`config.mk`:
```
export PLATFORM = sky130hd
export DESIGN_NAME = uart_rx_ovs
export DESIGN_NICKNAME = d
export VERILOG_FILES = /design/src/rtl/uart_pkg.sv /design/src/rtl/sync_2ff.sv /design/src/rtl/uart_rx_ovs.sv
export SDC_FILE = /design/constraint.sdc
export NUM_CORES = 1
export LEC_CHECK = 0
export BUFFER_PORTS_ARGS = -buffer_cell sky130_fd_sc_hd__buf_2
export CORE_UTILIZATION = 44
export DETAILED_ROUTE_END_ITERATION = 10
export SLEW_MARGIN = 10
export SYNTH_ARGS = -nofsm -noshare
export SYNTH_HDL_FRONTEND = slang
export SYNTH_SLANG_ARGS = --single-unit
```
`constraint.sdc`:
```
create_clock -name clk -period 3.2 [get_ports clk]
set_clock_uncertainty 0.15 [all_clocks]
set_input_delay 0.32 -clock clk [delete_from_list [all_inputs] [get_ports clk]]
set_output_delay 0.32 -clock clk [all_outputs]
set_load 0.01 [all_outputs]
```
`src/rtl/uart_pkg.sv`:
```
// Shared types and defaults for the oversampling UART receiver.
package uart_pkg;

    localparam int DEF_DBIT    = 8;
    localparam int DEF_OVS     = 16;
    localparam int DEF_SB_TICK = 16;

    typedef enum logic [2:0] {
        IDLE,
        START,
        DATA,
        PARITY,
        STOP
    } state_e;

    // Bits needed to hold 0..v-1, never less than one.
    function automatic int clog2(input int v);
        int r;
        int x;
        r = 0;
        x = v - 1;
        while (x > 0) begin
            r = r + 1;
            x = x >> 1;
        end
        if (r == 0) r = 1;
        return r;
    endfunction

endpackage

```
`src/rtl/sync_2ff.sv`:
```
// Two-flop synchroniser for asynchronous inputs, with a
// selectable reset level so idle-high lines stay quiet out of reset.
module sync_2ff #(
    parameter int   W       = 1,
    parameter logic RST_VAL = 1'b0
) (
    input  logic         clk,
    input  logic         rst,
    input  logic [W-1:0] d,
    output logic [W-1:0] q
);

    logic [W-1:0] meta_d, meta_q;
    logic [W-1:0] sync_d, sync_q;

    always_comb begin
        meta_d = d;
        sync_d = meta_q;
    end

    always_ff @(posedge clk or posedge rst) begin
        if (rst) begin
            meta_q <= {W{RST_VAL}};
            sync_q <= {W{RST_VAL}};
        end else begin
            meta_q <= meta_d;
            sync_q <= sync_d;
        end
    end

    assign q = sync_q;

endmodule

```
`src/rtl/uart_rx_ovs.sv`:
```
// Oversampling 8N1-style UART receiver driven by an s_tick strobe.
// Define UART_RX_PARITY_EN to add a parity bit and parity_err output.
module uart_rx_ovs
    import uart_pkg::*;
#(
    parameter int DBIT    = DEF_DBIT,
    parameter int OVS     = DEF_OVS,
    parameter int SB_TICK = DEF_SB_TICK
`ifdef UART_RX_PARITY_EN
    ,
    parameter bit PARITY_ODD = 1'b0
`endif
) (
    input  logic            clk,
    input  logic            rst,
    input  logic            rx,
    input  logic            s_tick,
    output logic [DBIT-1:0] dout,
    output logic            rx_done_tick,
    output logic            frame_err,
    output logic            busy
`ifdef UART_RX_PARITY_EN
    ,
    output logic            parity_err
`endif
);

    localparam int CMAX = (OVS > SB_TICK) ? OVS : SB_TICK;
    localparam int SW   = clog2(CMAX);
    localparam int NW   = clog2(DBIT);

    localparam logic [SW-1:0] HALF_END = SW'(OVS / 2 - 1);
    localparam logic [SW-1:0] BIT_END  = SW'(OVS - 1);
    localparam logic [SW-1:0] STOP_END = SW'(SB_TICK - 1);
    localparam logic [NW-1:0] LAST_BIT = NW'(DBIT - 1);

    logic rx_s;

    sync_2ff #(
        .W       (1),
        .RST_VAL (1'b1)
    ) u_rx_sync (
        .clk (clk),
        .rst (rst),
        .d   (rx),
        .q   (rx_s)
    );

    state_e            state_d, state_q;
    logic [SW-1:0]     s_cnt_d, s_cnt_q;
    logic [NW-1:0]     n_cnt_d, n_cnt_q;
    logic [DBIT-1:0]   sh_d, sh_q;
    logic [DBIT-1:0]   dout_d, dout_q;
    logic              done_d, done_q;
    logic              ferr_d, ferr_q;
`ifdef UART_RX_PARITY_EN
    logic              par_d, par_q;
    logic              perr_d, perr_q;
`endif

    always_comb begin
        state_d = state_q;
        s_cnt_d = s_cnt_q;
        n_cnt_d = n_cnt_q;
        sh_d    = sh_q;
        dout_d  = dout_q;
        done_d  = 1'b0;
        ferr_d  = ferr_q;
`ifdef UART_RX_PARITY_EN
        par_d   = par_q;
        perr_d  = perr_q;
`endif
        unique case (state_q)
            IDLE: begin
                // Leaves on the level itself, not on a tick.
                if (!rx_s) begin
                    state_d = START;
                    s_cnt_d = '0;
                end
            end
            START: begin
                if (s_tick) begin
                    if (s_cnt_q == HALF_END) begin
                        if (!rx_s) begin
                            state_d = DATA;
                            s_cnt_d = '0;
                            n_cnt_d = '0;
                        end else begin
                            state_d = IDLE;
                        end
                    end else begin
                        s_cnt_d = s_cnt_q + 1'b1;
                    end
                end
            end
            DATA: begin
                if (s_tick) begin
                    if (s_cnt_q == BIT_END) begin
                        sh_d    = {rx_s, sh_q[DBIT-1:1]};
                        s_cnt_d = '0;
                        if (n_cnt_q == LAST_BIT) begin
`ifdef UART_RX_PARITY_EN
                            state_d = PARITY;
`else
                            state_d = STOP;
`endif
                        end else begin
                            n_cnt_d = n_cnt_q + 1'b1;
                        end
                    end else begin
                        s_cnt_d = s_cnt_q + 1'b1;
                    end
                end
            end
`ifdef UART_RX_PARITY_EN
            PARITY: begin
                if (s_tick) begin
                    if (s_cnt_q == BIT_END) begin
                        par_d   = rx_s;
                        s_cnt_d = '0;
                        state_d = STOP;
                    end else begin
                        s_cnt_d = s_cnt_q + 1'b1;
                    end
                end
            end
`endif
            STOP: begin
                if (s_tick) begin
                    if (s_cnt_q == STOP_END) begin
                        dout_d  = sh_q;
                        ferr_d  = ~rx_s;
                        done_d  = 1'b1;
`ifdef UART_RX_PARITY_EN
                        perr_d  = (^sh_q) ^ par_q ^ PARITY_ODD;
`endif
                        state_d = IDLE;
                    end else begin
                        s_cnt_d = s_cnt_q + 1'b1;
                    end
                end
            end
            default: begin
                state_d = IDLE;
            end
        endcase
    end

    always_ff @(posedge clk or posedge rst) begin
        if (rst) begin
            state_q <= IDLE;
            s_cnt_q <= '0;
            n_cnt_q <= '0;
            sh_q    <= '0;
            dout_q  <= '0;
            done_q  <= 1'b0;
            ferr_q  <= 1'b0;
`ifdef UART_RX_PARITY_EN
            par_q   <= 1'b0;
            perr_q  <= 1'b0;
`endif
        end else begin
            state_q <= state_d;
            s_cnt_q <= s_cnt_d;
            n_cnt_q <= n_cnt_d;
            sh_q    <= sh_d;
            dout_q  <= dout_d;
            done_q  <= done_d;
            ferr_q  <= ferr_d;
`ifdef UART_RX_PARITY_EN
            par_q   <= par_d;
            perr_q  <= perr_d;
`endif
        end
    end

    assign dout         = dout_q;
    assign rx_done_tick = done_q;
    assign frame_err    = ferr_q;
    assign busy         = (state_q != IDLE);
`ifdef UART_RX_PARITY_EN
    assign parity_err   = perr_q;
`endif

endmodule

```
==> results of run 1 <==
[registers in the layout, indices dropped and copies added (netlist names), 3 cells and up]
signal,flops
dout,8
n_cnt_q,3
s_cnt_q,4
sh_q,8
state_q,3
[logic make-up (layout without fill, tap and decap cells)]
family	count (synthesis)	in the layout	share of synthesized area
and+or+nand+nor	31	31	0.135
muxes	23	23	0.176
adders and majority gates	3	3	0.0256
buffers and inverters	11	29	0.0504
DFF	30	30	0.514
xor gates and xnor gates	1	1	0.00598
AOI/OAI and AO/OA	21	21	0.0931
[cell type report]
class / count / area, um^2
sequential: 30 / 753
fill: 288 / 1490
clock inverter: 1 / 5.00
timing repair buffer: 16 / 90.1
multi-input combinational: 79 / 638
tap: 44 / 55.1
inverter: 5 / 18.8
clock buffer: 7 / 55.1
[layer usage]
metal / share of wire / vias to the layer above / global-route usage
met5: 0 / - / 0
met4: 0.0075 / 0 / 0.0698
met3: 0.040 / 2 / 0.0714
met2: 0.46 / 15 / 0.233
met1: 0.49 / 465 / 0.218
li1: - / 464 / -
[critical path: cells and delay by family, from the launching register on]
family / cells / cell delay [ps]
AOI/OAI and AO/OA: 1 / 240
DFF: 1 / 500
muxes: 1 / 340
and+or+nand+nor: 3 / 620
[worst min path at each step]
stage | start | endpoint
after detailed placement | u_rx_sync.meta_q$_DFF_PP1_ | u_rx_sync.q$_DFF_PP1_
after global placement | u_rx_sync.meta_q$_DFF_PP1_ | u_rx_sync.q$_DFF_PP1_
after floorplan | rx | u_rx_sync.meta_q$_DFF_PP1_
after global routing | s_tick | state_q[0]$_DFFE_PP0P_
after CTS | rst | state_q[1]$_DFFE_PP0P_
final | s_tick | state_q[0]$_DFFE_PP0P_
[stage by stage]
step / instances / utilization / hold slack (ps)
after floorplan: 120 / - / 174
after global placement: 172 / 0.495 / 199
after detailed placement: 172 / 0.495 / 199
after CTS: 181 / 0.517 / 137
after global routing: 182 / 0.521 / 177
final: 182 / 0.521 / 179
[power breakdown]
group / total, W / switching [W] / internal [W]
clock network: 0.000238 / 0.000131 / 0.000106
logic: 0.000293 / 0.000148 / 0.000144
registers: 0.000487 / 0.0000584 / 0.000428
total: 0.00102 / 0.000338 / 0.000679
[placed cells by master, fill, tap and decap left out, types with 2 or more instances in the layout]
master and instances:
dfrtp_1 28, mux2_2 17, buf_2 14, a21oi_1 6, nor2_1 5, clkbuf_4 5
inv_1 4, mux2i_1 4, o21ai_0 4, nand2b_1 3, nor3_1 3, nand2_1 3
o22ai_1 3, ha_1 3, nand3_1 2, nor2b_1 2, a31oi_1 2, dlygate4sd3_1 2
dfstp_2 2
[repair_timing]
item	CTS	global route
hold endpoints to repair	1	3
hold buffers	1	1
buffers inserted	0	0
==> flow_metrics.env, run 1 <==
export IMPL_r2r_start="state_q[0]$_DFFE_PP0P_"
export IMPL_row_count=20
export IMPL_cts_resized=0
export IMPL_min_period_ps=1960
export IMPL_slew_viol_final=0
export IMPL_cp_end_kind="flip-flop"
export IMPL_drc=0
export IMPL_finalCritPeriodShare=0.612
export IMPL_slowest_stage="dfrtp_1"
export IMPL_clock_sinks=30
export IMPL_critPathKind="reg2reg"
export IMPL_place_ws_ps=1250
export IMPL_core_area_um2=3100
export IMPL_setup_slack_ps=1240
export IMPL_setup_worst_path_end="n_cnt_q[0]$_DFFE_PP0P_"
export IMPL_pin_count=15
export IMPL_worst_slew_pin_slew_ps=1040
export IMPL_gp_congestion=0.821
export IMPL_r2r_slack_ps=1240
export IMPL_drive_above_1_share=0.377
export IMPL_ys_ff_latch=30
export IMPL_fin_nets=144
export IMPL_syn_num_nets=127
export IMPL_synth_area_leaders="dfrtp_1 (48%), mux2_2 (13%), dfstp_2 (3.6%)"
export IMPL_die_y_um=59.7
export IMPL_cts_buffers=5
export IMPL_synth_commonest_cells="dfrtp_1 (28), mux2_2 (17), a21oi_1 (6)"
export IMPL_cap_violations=0
export IMPL_whs_path_depth=2
export IMPL_cp_start_kind="flip-flop"
export IMPL_power_density_nw_per_um2=629
export IMPL_hold_viol_final=0
export IMPL_fp_dieW_um=59.7
export IMPL_setup_viol=0
export IMPL_portBuffers=14
export IMPL_syn2layout_area_growth_pct=10.2
export IMPL_finalSetupTns_ps=0
export IMPL_dp_hpwl_mm=1.76
export IMPL_grt_pass1_vias=859
export IMPL_startpoint="state_q[0]$_DFFE_PP0P_"
export IMPL_vdd_ir_drop_max_uv=307
export IMPL_dieArea_um2=3560
export IMPL_grt_antenna_before_repair=0
export IMPL_root_buffer="clkbuf_4"
export IMPL_clockBufferDepth=2
export IMPL_ys_async_sr_fraction=1.00
export IMPL_yosysTopAreaCell="dfrtp_1"
export IMPL_power_leakage_nw=0.803
export IMPL_routed_wl_mm=2.54
export IMPL_drt_iter0_markers=49
export IMPL_synth_enable_flop_cells=0
export IMPL_wl_per_cell_um=14.0
export IMPL_synth_top_area_frac=0.478
export IMPL_finalPower_w=0.00102
export IMPL_ys_types=41
export IMPL_grt_use_total=0.164
export IMPL_seq_area_frac_synth=0.514
export IMPL_worstHoldPathType="in2reg"
export IMPL_status="completed"
export IMPL_worstSkewPairLatency_ps=330
export IMPL_synth_area_um2=1470
export IMPL_reg2reg_depth=5
export IMPL_ys_flop_type="dfrtp_1"
export IMPL_r2r_end="n_cnt_q[0]$_DFFE_PP0P_"
export IMPL_stdcell_area_um2=1620
export IMPL_initial_core_util=0.472
export IMPL_fmax_ghz=0.510
export IMPL_yosysMostFrequentCell="dfrtp_1"
export IMPL_htree_levels=2
export IMPL_drt_first_pass_iters=4
export IMPL_worst_path_largest_cell_delay_ps=500
export IMPL_grt_max_degree=31
export IMPL_rsz0062_at_grt="false"
export IMPL_yosysWarnings=0
export IMPL_n_antenna_cell=0
export IMPL_path_max_fanout=11
export IMPL_num_vias=946
export IMPL_relSlewSlack=0.300
export IMPL_ant_nets=0
export IMPL_syn_avg_cell_area_um2=12.2
export IMPL_cp_cell_sequence="nand2b_4, or2_1, nor3_1, o211a_1, mux2_1"
export IMPL_synthCells=120
export IMPL_cts_tree="done"
export IMPL_cp_data_arrival_time_ps=2030
export IMPL_grt_pass1_wl_mm=4.13
export IMPL_via_per_inst=5.20
export IMPL_grt_ovfl_total=0
export IMPL_clkTransAtPathRegs_ps=100
export IMPL_dpl_instance_area_um2=1540
export IMPL_cp_required_ps=3270
No activity file was read; power rests on OpenSTA's default activity.
==> inputs of run 2 (changes only) <==
- clock period: 3.2 -> 2 ns (I/O delays scaled with it)
==> run 2 against run 1 <==
Die area unchanged. Hold slack worse by 120 ps. Final cell count is 1.1% higher. Register-to-register slack got worse by 1200 ps. Total power up 63%. Critical path depth fell by 1. Largest cell class unchanged. Highest routed layer unchanged.
==> flow_metrics.env, run 2 (same netlist as run 1, synthesis figures left out) <==
export IMPL_seq_power_share=0.467
export IMPL_path_max_fanout=15
export IMPL_grt_max_degree=31
export IMPL_comb_power_share=0.299
export IMPL_worstSkewPairLatency_ps=330
export IMPL_cp_start_kind="flip-flop"
export IMPL_die_y_um=59.7
export IMPL_n_antenna_cell=0
export IMPL_row_count=20
export IMPL_critPathKind="reg2reg"
export IMPL_finalSetupTns_ps=0
export IMPL_worstHoldPathType="in2reg"
export IMPL_worst_slew_pin_slew_ps=462
export IMPL_dieArea_um2=3560
export IMPL_p_switching_w=0.000561
export IMPL_status="completed"
export IMPL_cts_tree="done"
export IMPL_finalPower_w=0.00166
export IMPL_clockBufferDepth=2
export IMPL_initial_core_util=0.472
export IMPL_dp_hpwl_mm=1.77
export IMPL_cp_data_arrival_time_ps=2000
export IMPL_slew_viol_final=0
export IMPL_grt_pass1_vias=916
export IMPL_clkTransAtPathRegs_ps=110
export IMPL_htree_levels=2
export IMPL_drive_above_1_share=0.393
export IMPL_pin_count=15
export IMPL_via_per_inst=5.39
export IMPL_finalCritPeriodShare=0.958
export IMPL_setup_slack_ps=83.2
export IMPL_drc=0
export IMPL_core_area_um2=3100
export IMPL_cp_required_ps=2080
export IMPL_power_density_nw_per_um2=1010
export IMPL_routed_wl_mm=2.56
export IMPL_cap_violations=0
export IMPL_swShare=0.339
export IMPL_fmax_ghz=0.522
export IMPL_stdcell_count=184
export IMPL_gp_congestion=0.886
export IMPL_grt_ovfl_total=0
export IMPL_clock_sinks=30
export IMPL_drt_first_pass_iters=4
export IMPL_final_common_cell="dfrtp_1"
export IMPL_ant_nets=0
export IMPL_post_cts_setup_buffers=0
export IMPL_rsz0062_at_grt="false"
export IMPL_cts_buffers=5
export IMPL_fill_cells=296
export IMPL_relSlewSlack=0.692
export IMPL_root_buffer="clkbuf_4"
export IMPL_min_period_ps=1920
export IMPL_pwr_share_clk=0.234
export IMPL_p_int_w=0.00110
export IMPL_place_ws_ps=87.8
export IMPL_wl_per_cell_um=13.9
export IMPL_hold_viol_final=0
export IMPL_grt_pass1_wl_mm=4.20
export IMPL_cp_end_kind="flip-flop"
export IMPL_num_vias=991
export IMPL_fin_nets=146
export IMPL_fp_dieW_um=59.7
export IMPL_syn2layout_area_growth_pct=11.6
export IMPL_vdd_ir_drop_max_uv=525
export IMPL_final_cell_mix="dfrtp_1 (28), mux2_2 (17), buf_2 (14)"
export IMPL_portBuffers=14
export IMPL_grt_antenna_before_repair=0
export IMPL_power_leakage_nw=0.816
export IMPL_drt_iter0_markers=38
export IMPL_grt_use_total=0.167
export IMPL_placed_cells=174
export IMPL_setup_viol=0
## run 2: critical path, stage by stage, from the launching register on
cell and delay (ps):
dfrtp_1 560, or2_1 330, nor3_1 200, o211a_1 240, mux2_1 330
## run 2: cell type report
| cell class | count | area [um^2] | area share |
|---|---|---|---|
| Tap cell | 44 | 55.1 | 0.0337 |
| Inverter | 5 | 18.8 | 0.0115 |
| Sequential cell | 30 | 753 | 0.461 |
| Clock buffer | 6 | 51.3 | 0.0314 |
| Multi-Input combinational cell | 79 | 639 | 0.391 |
| Clock inverter | 2 | 12.5 | 0.00765 |
| Timing Repair Buffer | 18 | 105 | 0.0643 |
## run 2: path summary, 6_finish.rpt
path | from | end | slack [ps] | cells past startpoint
worst max-delay path | state_q[2]$_DFFE_PP0P_ | n_cnt_q[0]$_DFFE_PP0P_ | 80 | 4
worst min-delay path | s_tick | state_q[0]$_DFFE_PP0P_ | 60 | 2
worst max register to register | state_q[2]$_DFFE_PP0P_ | n_cnt_q[0]$_DFFE_PP0P_ | 80 | 4
worst min register to register | u_rx_sync.meta_q$_DFF_PP1_ | u_rx_sync.q$_DFF_PP1_ | 210 | 0
max in group asynchronous | rst | u_rx_sync.q$_DFF_PP1_ | 1060 | 4
min in group asynchronous | rst | n_cnt_q[0]$_DFFE_PP0P_ | 310 | 4
## run 2: power groups by stage
| stage | logic [W] | clock network [W] | registers (W) |
|---|---|---|---|
| after floorplan | 0.000424 | 0 | 0.000747 |
| after global placement | 0.000484 | 0 | 0.000776 |
| after detailed placement | 0.000491 | 0 | 0.000784 |
| after CTS | 0.000497 | 0.000401 | 0.000772 |
| after global routing | 0.000559 | 0.000435 | 0.000784 |
| final | 0.000494 | 0.000388 | 0.000774 |
## run 2: routing by layer
| metal | part of all wire | up-vias | wire (um) | GRT usage |
|---|---|---|---|---|
| li1 | - | 464 | - | - |
| met1 | 0.47 | 500 | 1210 | 0.197 |
| met2 | 0.46 | 20 | 1190 | 0.262 |
| met3 | 0.046 | 7 | 117 | 0.0671 |
| met4 | 0.020 | 0 | 50 | 0.0864 |
| met5 | 0 | - | 0 | 0 |
## run 2: metrics by stage
| stage | util | cell area [um^2] | hold slack (ps) |
|---|---|---|---|
| 2_1_floorplan | - | 1470 | 54.5 |
| 3_3_place_gp | 0.500 | 1550 | 137 |
| 3_5_place_dp | 0.500 | 1550 | 150 |
| 4_1_cts | 0.527 | 1630 | 40.0 |
| 5_1_grt | 0.527 | 1640 | 58.8 |
| 6_report | 0.527 | 1640 | 62.5 |
## run 2: timing repair
action,CTS,global route
setup endpoints to repair,0,3
hold buffers,2,0
resized for setup,0,1
hold endpoints to repair,29,0
